`src/rtl/psram_ddr_ctrl_if.sv`:
```
// psram_ddr_ctrl_if: user request port plus DDR PHY pins of the PSRAM controller.
// slave = controller side, master = user/PHY side.
interface psram_ddr_ctrl_if;
    logic        ram_en;
    logic        rw_ctrl;
    logic [31:0] addr_in;
    logic [31:0] ram_data_in;
    logic        init_cable_complete;
    logic        ctrl_idle;
    logic        psram_clk;
    logic        psram_ce;
    logic        dq_en;
    logic [15:0] dq_out_hi;
    logic [15:0] dq_out_lo;
    logic [15:0] dq_in_hi;
    logic [15:0] dq_in_lo;
    logic        dm_en;
    logic [1:0]  dm_out_hi;
    logic [1:0]  dm_out_lo;
    logic [1:0]  dm_in_hi;
    logic [1:0]  dm_in_lo;
    logic [31:0] ram_data_out;
    logic        ram_rd_valid;
    logic        ram_wr_valid;

    modport slave (
        input  ram_en, rw_ctrl, addr_in, ram_data_in, dq_in_hi, dq_in_lo, dm_in_hi, dm_in_lo,
        output init_cable_complete, ctrl_idle, psram_clk, psram_ce, dq_en, dq_out_hi,
               dq_out_lo, dm_en, dm_out_hi, dm_out_lo, ram_data_out, ram_rd_valid,
               ram_wr_valid
    );

    modport master (
        output ram_en, rw_ctrl, addr_in, ram_data_in, dq_in_hi, dq_in_lo, dm_in_hi, dm_in_lo,
        input  init_cable_complete, ctrl_idle, psram_clk, psram_ce, dq_en, dq_out_hi,
               dq_out_lo, dm_en, dm_out_hi, dm_out_lo, ram_data_out, ram_rd_valid,
               ram_wr_valid
    );
endinterface

```
`src/rtl/psram_ddr_ctrl.sv`:
```
// psram_ddr_ctrl: command/timing engine for an x16 HyperBus-style DDR PSRAM.
// Power-up wait, CR0 write, then burst reads/writes; one 32-bit word per ram_clk.
// Optional macro PSRAM_RD_TIMEOUT_EN: abort a read after 64 cycles without an RWDS word.
module psram_ddr_ctrl #(
    parameter int    PSRAM_FRE = 200_000_000,
    parameter int    INIT_US   = 150,
    parameter int    LATENCY   = 7,
    parameter int    BIT_WIDTH = 16,
    parameter int    BURST_LEN = 16,
    parameter string WRAP_MODE = "Wrap",
    parameter string RW_METHOD = "Linear"
) (
    input logic             ram_clk,
    input logic             ram_rst,
    psram_ddr_ctrl_if.slave bus
);

    localparam int INIT_CYCLES = PSRAM_FRE / 1_000_000 * INIT_US;
    localparam int LAT_CYCLES  = 2 * LATENCY;

    localparam logic [3:0] LAT_CODE = (LATENCY == 3) ? 4'b1110 :
                                      (LATENCY == 4) ? 4'b1111 :
                                      (LATENCY == 5) ? 4'b0000 :
                                      (LATENCY == 6) ? 4'b0001 : 4'b0010;
    localparam logic [1:0] BURST_CODE = (BURST_LEN == 4)  ? 2'b10 :
                                        (BURST_LEN == 8)  ? 2'b11 :
                                        (BURST_LEN == 16) ? 2'b01 : 2'b00;
    localparam logic WRAP_BIT   = (WRAP_MODE == "Wrap");
    localparam logic LINEAR_BIT = (RW_METHOD == "Linear");

    localparam logic [15:0] CR0    = {1'b1, 3'b000, 4'b1111, LAT_CODE, 1'b1, WRAP_BIT, BURST_CODE};
    localparam logic [47:0] CFG_CA = 48'h6000_0001_0000;

    typedef enum logic [3:0] {
        INIT_WAIT, CFG_CA1, CFG_CA2, CFG_DATA, RECOVER, IDLE, CA1, CA2, LAT, WRITE, READ
    } state_t;

    state_t      state;
    logic [31:0] cnt;
    logic [5:0]  word_cnt;
    logic        is_write;
    logic [15:0] ca_lo;
    logic        ce_q, clk_en_q, dq_en_q, dm_en_q, idle_q, init_done_q, rd_valid_q;
    logic [15:0] dq_hi_q, dq_lo_q;
    logic [31:0] data_out_q;
`ifdef PSRAM_RD_TIMEOUT_EN
    logic [5:0]  to_cnt;
`endif

    logic [31:0] word_addr;
    logic [47:0] ca_next;
    logic        rd_word;
    logic        unused_sig;

    assign word_addr = {1'b0, bus.addr_in[31:1]};
    assign ca_next   = {~bus.rw_ctrl, 1'b0, LINEAR_BIT, word_addr[31:3], 13'd0, word_addr[2:0]};
    // RWDS high on the rising half and low on the falling half marks a valid word
    assign rd_word   = (bus.dm_in_hi == 2'b11) && (bus.dm_in_lo == 2'b00);
    assign unused_sig = bus.addr_in[0] ^ (BIT_WIDTH != 16);

    // Sequencer: state, counters and registered PHY/user outputs
    always_ff @(posedge ram_clk or posedge ram_rst) begin
        if (ram_rst) begin
            state       <= INIT_WAIT;
            cnt         <= '0;
            word_cnt    <= '0;
            is_write    <= 1'b0;
            ca_lo       <= '0;
            ce_q        <= 1'b1;
            clk_en_q    <= 1'b0;
            dq_en_q     <= 1'b0;
            dm_en_q     <= 1'b0;
            idle_q      <= 1'b0;
            init_done_q <= 1'b0;
            rd_valid_q  <= 1'b0;
            dq_hi_q     <= '0;
            dq_lo_q     <= '0;
            data_out_q  <= '0;
`ifdef PSRAM_RD_TIMEOUT_EN
            to_cnt      <= '0;
`endif
        end else begin
            rd_valid_q <= 1'b0;
            case (state)
                INIT_WAIT: begin
                    if (cnt == 32'(INIT_CYCLES - 1)) begin
                        cnt      <= '0;
                        state    <= CFG_CA1;
                        ce_q     <= 1'b0;
                        clk_en_q <= 1'b1;
                        dq_en_q  <= 1'b1;
                        dq_hi_q  <= CFG_CA[47:32];
                        dq_lo_q  <= CFG_CA[31:16];
                    end else begin
                        cnt <= cnt + 32'd1;
                    end
                end
                CFG_CA1: begin
                    state   <= CFG_CA2;
                    dq_hi_q <= CFG_CA[15:0];
                    dq_lo_q <= '0;
                end
                CFG_CA2: begin
                    state   <= CFG_DATA;
                    dq_hi_q <= CR0;
                    dq_lo_q <= '0;
                end
                CFG_DATA: begin
                    state <= RECOVER; cnt <= '0; ce_q <= 1'b1; clk_en_q <= 1'b0;
                    dq_en_q <= 1'b0; dm_en_q <= 1'b0; dq_hi_q <= '0; dq_lo_q <= '0;
                end
                RECOVER: begin
                    if (cnt == 32'd1) begin
                        cnt         <= '0;
                        state       <= IDLE;
                        idle_q      <= 1'b1;
                        init_done_q <= 1'b1;
                    end else begin
                        cnt <= cnt + 32'd1;
                    end
                end
                IDLE: begin
                    if (bus.ram_en) begin
                        state    <= CA1;
                        idle_q   <= 1'b0;
                        is_write <= bus.rw_ctrl;
                        ca_lo    <= ca_next[15:0];
                        ce_q     <= 1'b0;
                        clk_en_q <= 1'b1;
                        dq_en_q  <= 1'b1;
                        dq_hi_q  <= ca_next[47:32];
                        dq_lo_q  <= ca_next[31:16];
                    end
                end
                CA1: begin
                    state   <= CA2;
                    dq_hi_q <= ca_lo;
                    dq_lo_q <= '0;
                end
                CA2: begin
                    state   <= LAT;
                    cnt     <= '0;
                    dq_en_q <= 1'b0;
                    dq_hi_q <= '0;
                end
                LAT: begin
                    if (cnt == 32'(LAT_CYCLES - 1)) begin
                        cnt      <= '0;
                        word_cnt <= '0;
`ifdef PSRAM_RD_TIMEOUT_EN
                        to_cnt   <= '0;
`endif
                        if (is_write) begin
                            state   <= WRITE;
                            dq_en_q <= 1'b1;
                            dm_en_q <= 1'b1;
                        end else begin
                            state <= READ;
                        end
                    end else begin
                        cnt <= cnt + 32'd1;
                    end
                end
                WRITE: begin
                    if (word_cnt == 6'(BURST_LEN - 1)) begin
                        state <= RECOVER; cnt <= '0; ce_q <= 1'b1; clk_en_q <= 1'b0;
                        dq_en_q <= 1'b0; dm_en_q <= 1'b0; dq_hi_q <= '0; dq_lo_q <= '0;
                    end else begin
                        word_cnt <= word_cnt + 6'd1;
                    end
                end
                READ: begin
                    if (rd_word) begin
                        data_out_q <= {bus.dq_in_hi, bus.dq_in_lo};
                        rd_valid_q <= 1'b1;
`ifdef PSRAM_RD_TIMEOUT_EN
                        to_cnt     <= '0;
`endif
                        if (word_cnt == 6'(BURST_LEN - 1)) begin
                            state <= RECOVER; cnt <= '0; ce_q <= 1'b1; clk_en_q <= 1'b0;
                            dq_en_q <= 1'b0; dm_en_q <= 1'b0; dq_hi_q <= '0; dq_lo_q <= '0;
                        end else begin
                            word_cnt <= word_cnt + 6'd1;
                        end
                    end
`ifdef PSRAM_RD_TIMEOUT_EN
                    else if (to_cnt == 6'd63) begin
                        state <= RECOVER; cnt <= '0; ce_q <= 1'b1; clk_en_q <= 1'b0;
                        dq_en_q <= 1'b0; dm_en_q <= 1'b0; dq_hi_q <= '0; dq_lo_q <= '0;
                    end else begin
                        to_cnt <= to_cnt + 6'd1;
                    end
`else
                    // without the timeout a stalled device holds READ indefinitely
`endif
                end
                default: state <= INIT_WAIT;
            endcase
        end
    end

    // Write data bypasses the registers so the word is on DQ in the cycle it is consumed
    assign bus.ram_wr_valid        = (state == WRITE);
    assign bus.dq_out_hi           = (state == WRITE) ? bus.ram_data_in[31:16] : dq_hi_q;
    assign bus.dq_out_lo           = (state == WRITE) ? bus.ram_data_in[15:0] : dq_lo_q;
    assign bus.dm_out_hi           = 2'b00;
    assign bus.dm_out_lo           = 2'b00;
    assign bus.psram_ce            = ce_q;
    assign bus.psram_clk           = clk_en_q;
    assign bus.dq_en               = dq_en_q;
    assign bus.dm_en               = dm_en_q;
    assign bus.ctrl_idle           = idle_q;
    assign bus.init_cable_complete = init_done_q;
    assign bus.ram_rd_valid        = rd_valid_q;
    assign bus.ram_data_out        = data_out_q;

endmodule

```
`src/flat_wrapper.sv`:
```
// flat-port wrapper written by rule: the top's interface ports become plain ports
module psram_ddr_ctrl_flat 
#(
    parameter int    PSRAM_FRE = 200_000_000,
    parameter int    INIT_US   = 150,
    parameter int    LATENCY   = 7,
    parameter int    BIT_WIDTH = 16,
    parameter int    BURST_LEN = 16,
    parameter string WRAP_MODE = "    ",
    parameter string RW_METHOD = "      "
)
  (ram_clk, ram_rst, bus_ram_en, bus_rw_ctrl, bus_addr_in, bus_ram_data_in, bus_dq_in_hi, bus_dq_in_lo, bus_dm_in_hi, bus_dm_in_lo, bus_init_cable_complete, bus_ctrl_idle, bus_psram_clk, bus_psram_ce, bus_dq_en, bus_dq_out_hi, bus_dq_out_lo, bus_dm_en, bus_dm_out_hi, bus_dm_out_lo, bus_ram_data_out, bus_ram_rd_valid, bus_ram_wr_valid);
  psram_ddr_ctrl_if bus_i ();
  input logic ram_clk;
  input logic ram_rst;
  input wire logic [$bits(bus_i.ram_en)-1:0] bus_ram_en;
  input wire logic [$bits(bus_i.rw_ctrl)-1:0] bus_rw_ctrl;
  input wire logic [$bits(bus_i.addr_in)-1:0] bus_addr_in;
  input wire logic [$bits(bus_i.ram_data_in)-1:0] bus_ram_data_in;
  input wire logic [$bits(bus_i.dq_in_hi)-1:0] bus_dq_in_hi;
  input wire logic [$bits(bus_i.dq_in_lo)-1:0] bus_dq_in_lo;
  input wire logic [$bits(bus_i.dm_in_hi)-1:0] bus_dm_in_hi;
  input wire logic [$bits(bus_i.dm_in_lo)-1:0] bus_dm_in_lo;
  output wire logic [$bits(bus_i.init_cable_complete)-1:0] bus_init_cable_complete;
  output wire logic [$bits(bus_i.ctrl_idle)-1:0] bus_ctrl_idle;
  output wire logic [$bits(bus_i.psram_clk)-1:0] bus_psram_clk;
  output wire logic [$bits(bus_i.psram_ce)-1:0] bus_psram_ce;
  output wire logic [$bits(bus_i.dq_en)-1:0] bus_dq_en;
  output wire logic [$bits(bus_i.dq_out_hi)-1:0] bus_dq_out_hi;
  output wire logic [$bits(bus_i.dq_out_lo)-1:0] bus_dq_out_lo;
  output wire logic [$bits(bus_i.dm_en)-1:0] bus_dm_en;
  output wire logic [$bits(bus_i.dm_out_hi)-1:0] bus_dm_out_hi;
  output wire logic [$bits(bus_i.dm_out_lo)-1:0] bus_dm_out_lo;
  output wire logic [$bits(bus_i.ram_data_out)-1:0] bus_ram_data_out;
  output wire logic [$bits(bus_i.ram_rd_valid)-1:0] bus_ram_rd_valid;
  output wire logic [$bits(bus_i.ram_wr_valid)-1:0] bus_ram_wr_valid;
  assign bus_i.ram_en = bus_ram_en;
  assign bus_i.rw_ctrl = bus_rw_ctrl;
  assign bus_i.addr_in = bus_addr_in;
  assign bus_i.ram_data_in = bus_ram_data_in;
  assign bus_i.dq_in_hi = bus_dq_in_hi;
  assign bus_i.dq_in_lo = bus_dq_in_lo;
  assign bus_i.dm_in_hi = bus_dm_in_hi;
  assign bus_i.dm_in_lo = bus_dm_in_lo;
  assign bus_init_cable_complete = bus_i.init_cable_complete;
  assign bus_ctrl_idle = bus_i.ctrl_idle;
  assign bus_psram_clk = bus_i.psram_clk;
  assign bus_psram_ce = bus_i.psram_ce;
  assign bus_dq_en = bus_i.dq_en;
  assign bus_dq_out_hi = bus_i.dq_out_hi;
  assign bus_dq_out_lo = bus_i.dq_out_lo;
  assign bus_dm_en = bus_i.dm_en;
  assign bus_dm_out_hi = bus_i.dm_out_hi;
  assign bus_dm_out_lo = bus_i.dm_out_lo;
  assign bus_ram_data_out = bus_i.ram_data_out;
  assign bus_ram_rd_valid = bus_i.ram_rd_valid;
  assign bus_ram_wr_valid = bus_i.ram_wr_valid;
  psram_ddr_ctrl #(.PSRAM_FRE(PSRAM_FRE), .INIT_US(INIT_US), .LATENCY(LATENCY), .BIT_WIDTH(BIT_WIDTH), .BURST_LEN(BURST_LEN), .WRAP_MODE(WRAP_MODE), .RW_METHOD(RW_METHOD)) u_core (.ram_clk(ram_clk), .ram_rst(ram_rst), .bus(bus_i));
endmodule
```
`config.mk`:
```
export PLATFORM = sky130hd
export DESIGN_NAME = psram_ddr_ctrl_flat
export DESIGN_NICKNAME = d
export VERILOG_FILES = /design/src/rtl/psram_ddr_ctrl_if.sv /design/src/rtl/psram_ddr_ctrl.sv /design/src/flat_wrapper.sv
export SDC_FILE = /design/constraint.sdc
export NUM_CORES = 1
export LEC_CHECK = 0
export ABC_AREA = 0
export CAP_MARGIN = 15
export CORE_MARGIN = 4
export CORE_UTILIZATION = 40
export CTS_CLUSTER_DIAMETER = 30
export DETAILED_ROUTE_END_ITERATION = 10
export PLACE_DENSITY = 0.69
export SYNTH_ARGS = -nofsm -noshare
export SYNTH_HDL_FRONTEND = slang
export SYNTH_SLANG_ARGS = --single-unit
```
`constraint.sdc`:
```
create_clock -name ram_clk -period 8.7 [get_ports ram_clk]
set_clock_uncertainty 0.1 [all_clocks]
set_input_delay 1.74 -clock ram_clk [delete_from_list [all_inputs] [get_ports ram_clk]]
set_output_delay 1.74 -clock ram_clk [all_outputs]
set_load 0.02 [all_outputs]
```
==> metrics.md, run 1 <==
| Metric | Value |
|---|---|
| Status | complete, no violations |
| Register share of total power | 41.9% |
| Drc violations | 0 |
| Die height | 133.2 um |
| Max stage delay on crit path | 0.81 ns |
| Hold buffers post-CTS | 0 |
| Initial antenna violation count | 0 |
| Met1 Use GR | 25.68% |
| Register area share after synthesis | 45.93% |
| Ports | 180 |
| Core Area | 0.01526 mm2 |
| Switching power | 0.2645 mW |
| Syn Inst Count | 701 |
| VDD IR max | 0.1312 mV |
| Wire per inst | 16.32 um |
| Vias/cell | 5.239 |
| Worst setup EP type | output pin |
| M3 GR Usage | 6.231% |
| Worst-path clk slew | 0.05 ns |
| Global route hottest layer | met2 |
| Yosys warnings | 0 |
| Post-CTS sizing | 0 |
| CP Class | reg -> out |
| Number of synthesized register bits | 115 |
| H-tree Lvls | 4 |
| Worst EP arrival | 3.15 ns |
| ANT cells | 0 |
| Gate power share | 4.8% |
| Top cell type by total area after synthesis | dfrtp_1 |
| Detailed placement HPWL | 12500 um |
| First-pass GRT wire length | 28760 um |
| Worst endpoint required time | 6.86 ns |
| Final-stage net count | 972 |
| Vias in the first global route | 5527 |
| Cell Area, Synth | 0.006269 mm2 |
| Post-Route WL | 17780 um |
| Final setup violation count | 0 |
| Crit Path Max Fanout | 34 |
| Clock power frac | 53.3% |
| Num CTS Buffers | 17 |
| Fin. max-slew vios | 0 |
| Synth top area share | 45.51% |
| Post-place setup slack | 3.833 ns |
| Grt ovf | 0 |
| Worst slew margin | 32.47% |
| Post-synthesis async set-or-reset flop share | 100.0% |
| Detailed Route Iter0 Violations | 317 |
| Slew @ Worst Pin | 1.012 ns |
| CP Buf/Inv Count | 2 |
| Detail Route Antenna Nets | 0 |
| Die area | 0.01774 mm2 |
| Slowest cell on crit path | dfrtp_1 |
| Tmin final | 4.992 ns |
| Initial core utilization | 41.08% |
| Post-synth EDFFs | 0 |
| TritonCTS clock tree | built |
| Synth cell types | 71 |
| Switching share of power | 20.71% |
| Row cnt | 45 |
| Clock buffer depth | 2 |
| Leakage dissipation | 3.675 nW |
| Worst Hold Class | reg -> reg |
| Met2 GRT Util | 32.53% |
| Final setup margin | 3.708 ns |
| RD Place Congestion | 0.8623 |
| Synth area leaders | dfrtp_1 46%, nand2_1 11%, mux2_2 5.7%, nand3_1 3.4%, o21ai_0 3.3% |
| Area grow syn2layout | 39.00% |
| Post-CTS Setup Bufs | 0 |
| Gr usage total | 20.01% |
| Fmax | 200.3 MHz |
| CP Launch Type | flop |
| RSZ-0062 raised after global routing | false |
| Clock Latency Late Sink | 0.42 ns |
| Pwr dens | 146.6 mW/mm2 |
| Largest net degree at the start of global routing | 68 |
| DR vias | 5705 |
| TNS Setup | 0 ns |
| Syn Area/Cell | 8.942 um2 |
| Die Span X | 133.2 um |
| MaxCap Viol Count | 0 |
| Crit-path cells | nand2b_1 > nor2_2 > buf_4 > mux2_2 > clkdlybuf4s50_1 |
| CTS sink count | 115 |
| Cell family with most CP delay | buffers and inverters |
| DR pass1 iterations | 5 |
| Fin crit share | 57.38% |
| CTS Root Cell | clkbuf_16 |
| Final hold violations | 0 |
| Post-synth top flop | dfrtp_1 |
| Internal power contribution | 1.013 mW |
| Buffers on Ports | 174 |
| Share of layout cells above drive strength 1 | 10.48% |
routing by layer:
layer	vias up	share of wire (%)
met4	0	1.5
met2	197	47
met3	20	7.0
met5	-	0
met1	2661	45
li1	2827	-
worst min-delay path: cells and delay by family (launching register included):
kind | cells | cell delay, ns
flip-flops | 1 | 0.33
AND/OR/NAND/NOR | 2 | 0.10
cell usage after synthesis, types with 4 or more instances:
cell	count
nand2_1	189
dfrtp_1	114
nand3_1	43
o21ai_0	41
nor2_1	35
mux2_2	32
clkbuf_1	17
o21ai_1	17
a21oi_1	14
and3_1	14
a22o_1	11
nor4_1	10
o311ai_0	10
buf_2	9
inv_1	9
nand2b_1	9
buf_4	8
nor2b_1	7
o31ai_1	7
a22oi_1	6
and2_1	6
nand4_1	6
a211oi_1	5
o311ai_2	5
a21o_1	4
a31oi_1	4
buf_6	4
nor3_1	4
o22ai_1	4
per-stage QoR:
step	instance area, um2	instances	hold WS (ns)	total power, mW	utilization [%]
5_1_grt	8713	1089	0.3931	1.318	57.11
3_5_place_dp	8124	1056	0.3571	0.6066	53.24
6_report	8713	1089	0.3688	1.277	57.11
4_1_cts	8698	1088	0.3747	1.289	57.01
3_3_place_gp	8124	1056	0.3567	0.6061	53.24
2_1_floorplan	6280	704	0.3446	0.5571	-
logic make-up after synthesis:
group | after synthesis | synth area share (%)
multiplexers | 32 | 5.749
AO/OA/AOI/OAI | 155 | 18.00
buffers and inverters | 49 | 4.072
adder cells (fa/ha/maj) | 3 | 0.5989
flip-flops | 115 | 45.93
AND/OR/NAND/NOR | 345 | 25.45
other | 1 | 0.05982
XOR/XNOR | 1 | 0.1397
cell usage in the layout, fill, tap and decap left out, types with 3 or more instances in the layout:
cell / netlist / routed
a21oi_1: 14 / 14
o21a_1: 3 / 3
conb_1: 1 / 4
o311ai_2: 5 / 5
buf_4: 8 / 6
clkbuf_1: 17 / 5
nor4_1: 10 / 10
o21ai_1: 17 / 17
nand3_1: 43 / 43
a211oi_1: 5 / 5
nor2_1: 35 / 34
and2_1: 6 / 6
o31ai_1: 7 / 7
nand4_1: 6 / 6
clkdlybuf4s50_1: 0 / 174
nor3_1: 4 / 4
clkbuf_16: 0 / 17
a22oi_1: 6 / 6
nor2b_1: 7 / 7
o311ai_0: 10 / 10
o22ai_1: 4 / 4
nand2b_1: 9 / 9
or3_1: 3 / 3
dfrtp_1: 114 / 114
mux2_2: 32 / 32
a31oi_1: 4 / 4
or2_2: 3 / 3
o21ai_0: 41 / 41
o211ai_1: 3 / 3
nand2_1: 189 / 189
ha_1: 3 / 3
inv_1: 9 / 8
a21o_1: 4 / 4
a22o_1: 11 / 11
and3_1: 14 / 14
sequential cells by signal, indices dropped and copies added (netlist names), 3 cells and up:
name,count
u_core.dq_lo_q,16
u_core.dq_hi_q,14
u_core.ca_lo,3
u_core.word_cnt,6
u_core.bus.ram_data_out,32
u_core.cnt,32
u_core.state,4
path summary, 6_finish.rpt:
path                                                             start  depth (start not counted)                                      end  slack [ns]
worst max-delay path                       u_core.state[3]$_DFFE_PP0P_                          5                         bus_dq_out_hi[3]        3.71
worst min-delay path            u_core.bus.ram_data_out[2]$_DFFE_PP0P_                          2   u_core.bus.ram_data_out[2]$_DFFE_PP0P_        0.37
worst max register to register             u_core.state[3]$_DFFE_PP0P_                          7               u_core.cnt[26]$_DFFE_PP0P_        5.66
worst min register to register  u_core.bus.ram_data_out[2]$_DFFE_PP0P_                          2   u_core.bus.ram_data_out[2]$_DFFE_PP0P_        0.37
max in group asynchronous                                      ram_rst                          3            u_core.dq_hi_q[2]$_DFFE_PP0P_        5.53
min in group asynchronous                                      ram_rst                          2  u_core.bus.ram_data_out[22]$_DFFE_PP0P_        1.65
power groups by stage:
| stage | Combinational [mW] | Sequential, mW | Clock [mW] |
|---|---|---|---|
| floorplan | 0.0121 | 0.545 | 0 |
| global placement | 0.0612 | 0.545 | 0 |
| global route | 0.0658 | 0.535 | 0.717 |
| finish | 0.0610 | 0.536 | 0.681 |
| detailed placement | 0.0617 | 0.545 | 0 |
| CTS | 0.0620 | 0.536 | 0.691 |
layout make-up:
class,instances,area (um2)
clock inverters,8,102.6
fillers,1380,6545
flip-flops and latches,115,2879
repair buffers,181,1802
multi-input cells,540,3154
inverters,10,40.04
well taps,211,264.0
clock buffers,24,471.7
Power figures use the tool's default switching activity.
==> inputs of run 2 (changes only) <==
--- a/config.mk
+++ b/config.mk
@@ -11,7 +11,7 @@
 export CORE_UTILIZATION = 40
 export CTS_CLUSTER_DIAMETER = 30
 export DETAILED_ROUTE_END_ITERATION = 10
-export PLACE_DENSITY = 0.69
+export PLACE_DENSITY = 0.72
 export SYNTH_ARGS = -nofsm -noshare
 export SYNTH_HDL_FRONTEND = slang
 export SYNTH_SLANG_ARGS = --single-unit
==> constraint.sdc (replaced) <==
create_clock -name ram_clk -period 4.4 [get_ports ram_clk]
set_clock_uncertainty 0.1 [all_clocks]
set_input_delay 0.88 -clock ram_clk [delete_from_list [all_inputs] [get_ports ram_clk]]
set_output_delay 0.88 -clock ram_clk [all_outputs]
set_load 0.02 [all_outputs]
==> run 2 against run 1 <==
- worst setup slack worse by 3.2 ns
- critical path depth stayed put
- non-clock buffer count is 3 higher
- sequential power is 98% higher
- register-to-register slack worse by 4.3 ns
==> metrics.md, run 2 (synthesis results as in run 1) <==
| Metric | Value |
|---|---|
| Post-CTS sizing | 0 (unchanged) |
| RSZ-0062 raised after global routing | false |
| DR pass1 iterations | 5 (unchanged) |
| Most common cell after layout, fill and taps aside | nand2_1 |
| CP Depth | 5 (unchanged) |
| Most frequent cells in the layout | 189 x nand2_1, 174 x clkdlybuf4s50_1, 114 x dfrtp_1 |
| CP Launch Type | flop |
| Worst-path clk slew | 0.05 ns (about the same) |
| Hold buffers post-CTS | 0 (unchanged) |
| RD Place Congestion | 0.8809 (+2.2%) |
| Crit Path Max Fanout | 34 (unchanged) |
| Slowest cell on crit path | dfrtp_1 |
| MaxCap Viol Count | 0 (unchanged) |
| Row cnt | 45 (unchanged) |
| Largest net degree at the start of global routing | 70 (+2.9%) |
| CTS sink count | 115 (unchanged) |
| CP endpoint | bus_dq_out_hi[4] |
| Internal power contribution | 2.018 mW (+99%) |
| Worst slew margin | 33.29% (+0.82 points) |
| Fin crit share | 88.38% |
| Wire per inst | 16.44 um (+0.72%) |
| Buffers on Ports | 174 (unchanged) |
| Cell family with most CP delay | buffers and inverters |
| Drc violations | 0 (unchanged) |
| Pwr dens | 290.2 mW/mm2 (+98%) |
| TNS Setup | 0 ns (unchanged) |
| Grt ovf | 0 (unchanged) |
| Gr usage total | 20.17% (+0.15 points) |
| Die Span X | 133.2 um (unchanged) |
| Final setup violation count | 0 (unchanged) |
| Detail Route Antenna Nets | 0 (unchanged) |
| Worst EP arrival | 2.91 ns (-0.24 ns) |
| Final-stage net count | 975 (+0.31%) |
| CP Launch Point | u_core.state[0]$_DFFE_PP0P_ |
| Clock buffer depth | 2 (unchanged) |
| Clock power frac | 53.6% (+0.3 points) |
| Post-CTS Setup Bufs | 0 (unchanged) |
| Max stage delay on crit path | 0.75 ns (-0.06 ns) |
| Slew @ Worst Pin | 0.9996 ns (-0.01222 ns) |
| CP Buf/Inv Count | 2 (unchanged) |
| Crit-path cells | nand2b_1 > nor2_2 > buf_4 > mux2_2 > clkdlybuf4s50_1 |
| Switching share of power | 20.66% (-0.050 points) |
| FF-to-FF setup slack | 1.37 ns (-4.29 ns) |
| Status | complete, no violations |
| Initial core utilization | 41.08% (unchanged) |
| R2R Path Start | u_core.state[0]$_DFFE_PP0P_ |
| Ports | 180 (unchanged) |
| DR vias | 5845 (+2.5%) |
| Num CTS Buffers | 17 (unchanged) |
| Vias in the first global route | 5572 (+0.81%) |
| Detailed Route Iter0 Violations | 357 (+13%) |
| Switching power | 0.5255 mW (+99%) |
| ANT cells | 0 (unchanged) |
| Core Area | 0.01526 mm2 (unchanged) |
| Register share of total power | 41.6% (-0.3 points) |
| Leakage dissipation | 3.708 nW (+0.90%) |
| Die area | 0.01774 mm2 (unchanged) |
| TritonCTS clock tree | built |
| CTS Root Cell | clkbuf_16 |
| H-tree Lvls | 4 (unchanged) |
| Vias/cell | 5.357 (+2.3%) |
| Share of layout cells above drive strength 1 | 11.25% (+0.77 points) |
| Worst setup EP type | output pin |
| Worst Hold Class | reg -> reg |
| Clock Latency Late Sink | 0.42 ns (about the same) |
| Fmax | 257.2 MHz |
| Reg-to-Reg End | u_core.cnt[18]$_DFFE_PP0P_ |
| Post-Route WL | 17940 um (+0.90%) |
| Fin. max-slew vios | 0 (unchanged) |
| Detailed placement HPWL | 12820 um (+2.6%) |
| First-pass GRT wire length | 29190 um (+1.5%) |
| Area grow syn2layout | 39.86% |
| Post-layout util | 57.46% (+0.35 points) |
| Gate power share | 4.8% (about the same) |
| VDD IR max | 0.2702 mV (+110%) |
| FF-to-FF path depth | 6 (-1) |
| Final hold violations | 0 (unchanged) |
| Worst endpoint required time | 3.42 ns (-3.44 ns) |
| Tmin final | 3.889 ns |
| Die height | 133.2 um (unchanged) |
| CP Class | reg -> out |
| Initial antenna violation count | 0 (unchanged) |
run 2: worst min path at each step:
stage	cells past startpoint	start	end	slack (ns)
finish	2	u_core.bus.ram_data_out[5]$_DFFE_PP0P_	u_core.bus.ram_data_out[5]$_DFFE_PP0P_	0.37
global route	2	u_core.bus.ram_data_out[22]$_DFFE_PP0P_	u_core.bus.ram_data_out[22]$_DFFE_PP0P_	0.39
CTS	1	u_core.bus.init_cable_complete$_DFFE_PP0P_	u_core.bus.init_cable_complete$_DFFE_PP0P_	0.37
detailed placement	1	u_core.bus.init_cable_complete$_DFFE_PP0P_	u_core.bus.init_cable_complete$_DFFE_PP0P_	0.35
global placement	2	u_core.bus.ram_data_out[4]$_DFFE_PP0P_	u_core.bus.ram_data_out[4]$_DFFE_PP0P_	0.36
floorplan	2	u_core.dq_hi_q[0]$_DFFE_PP0P_	u_core.dq_hi_q[0]$_DFFE_PP0P_	0.34
run 2: through the flow:
stage	hold WS (ns)	power (mW)	instances	setup WS [ns]	instance area, um2
3_5_place_dp	0.3519	1.200	1059	0.9741	8159
4_1_cts	0.3733	2.570	1090	0.5112	8752
3_3_place_gp	0.3571	1.199	1059	0.9732	8159
6_report	0.3685	2.544	1091	0.5113	8767
2_1_floorplan	0.3446	1.102	704	0.3776	6280
5_1_grt	0.3899	2.624	1091	0.3894	8767
run 2: worst register-to-register path: stages, from the launching register on:
cell and delay (ns):
dfrtp_1 0.75, nor2_1 0.31, nand3_1 0.19, nand3_1 0.15, a221oi_4 0.67, nand2_4 0.29, o311ai_0 0.44
run 2: routing by layer:
layer	global-route usage (%)	vias to the layer above	routed length, um
li1	-	2831	-
met1	26.35	2765	7752
met2	32.79	224	8507
met3	5.929	25	1399
met4	5.600	0	274
met5	0	-	0
run 2: cell type report:
class                      count  area (um2)
fill                        1373        6491
multi-input combinational    540        3154
sequential                   115        2879
timing repair buffer         184        1837
clock buffer                  24       521.8
tap                          211       264.0
clock inverter                 7       71.32
inverter                      10       40.04
run 2: power groups by stage:
| stage | Sequential [mW] | Clock, mW | Combinational (mW) |
|---|---|---|---|
| floorplan | 1.08 | 0 | 0.0240 |
| global placement | 1.08 | 0 | 0.122 |
| detailed placement | 1.08 | 0 | 0.123 |
| CTS | 1.06 | 1.39 | 0.124 |
| global route | 1.06 | 1.43 | 0.132 |
| finish | 1.06 | 1.36 | 0.122 |
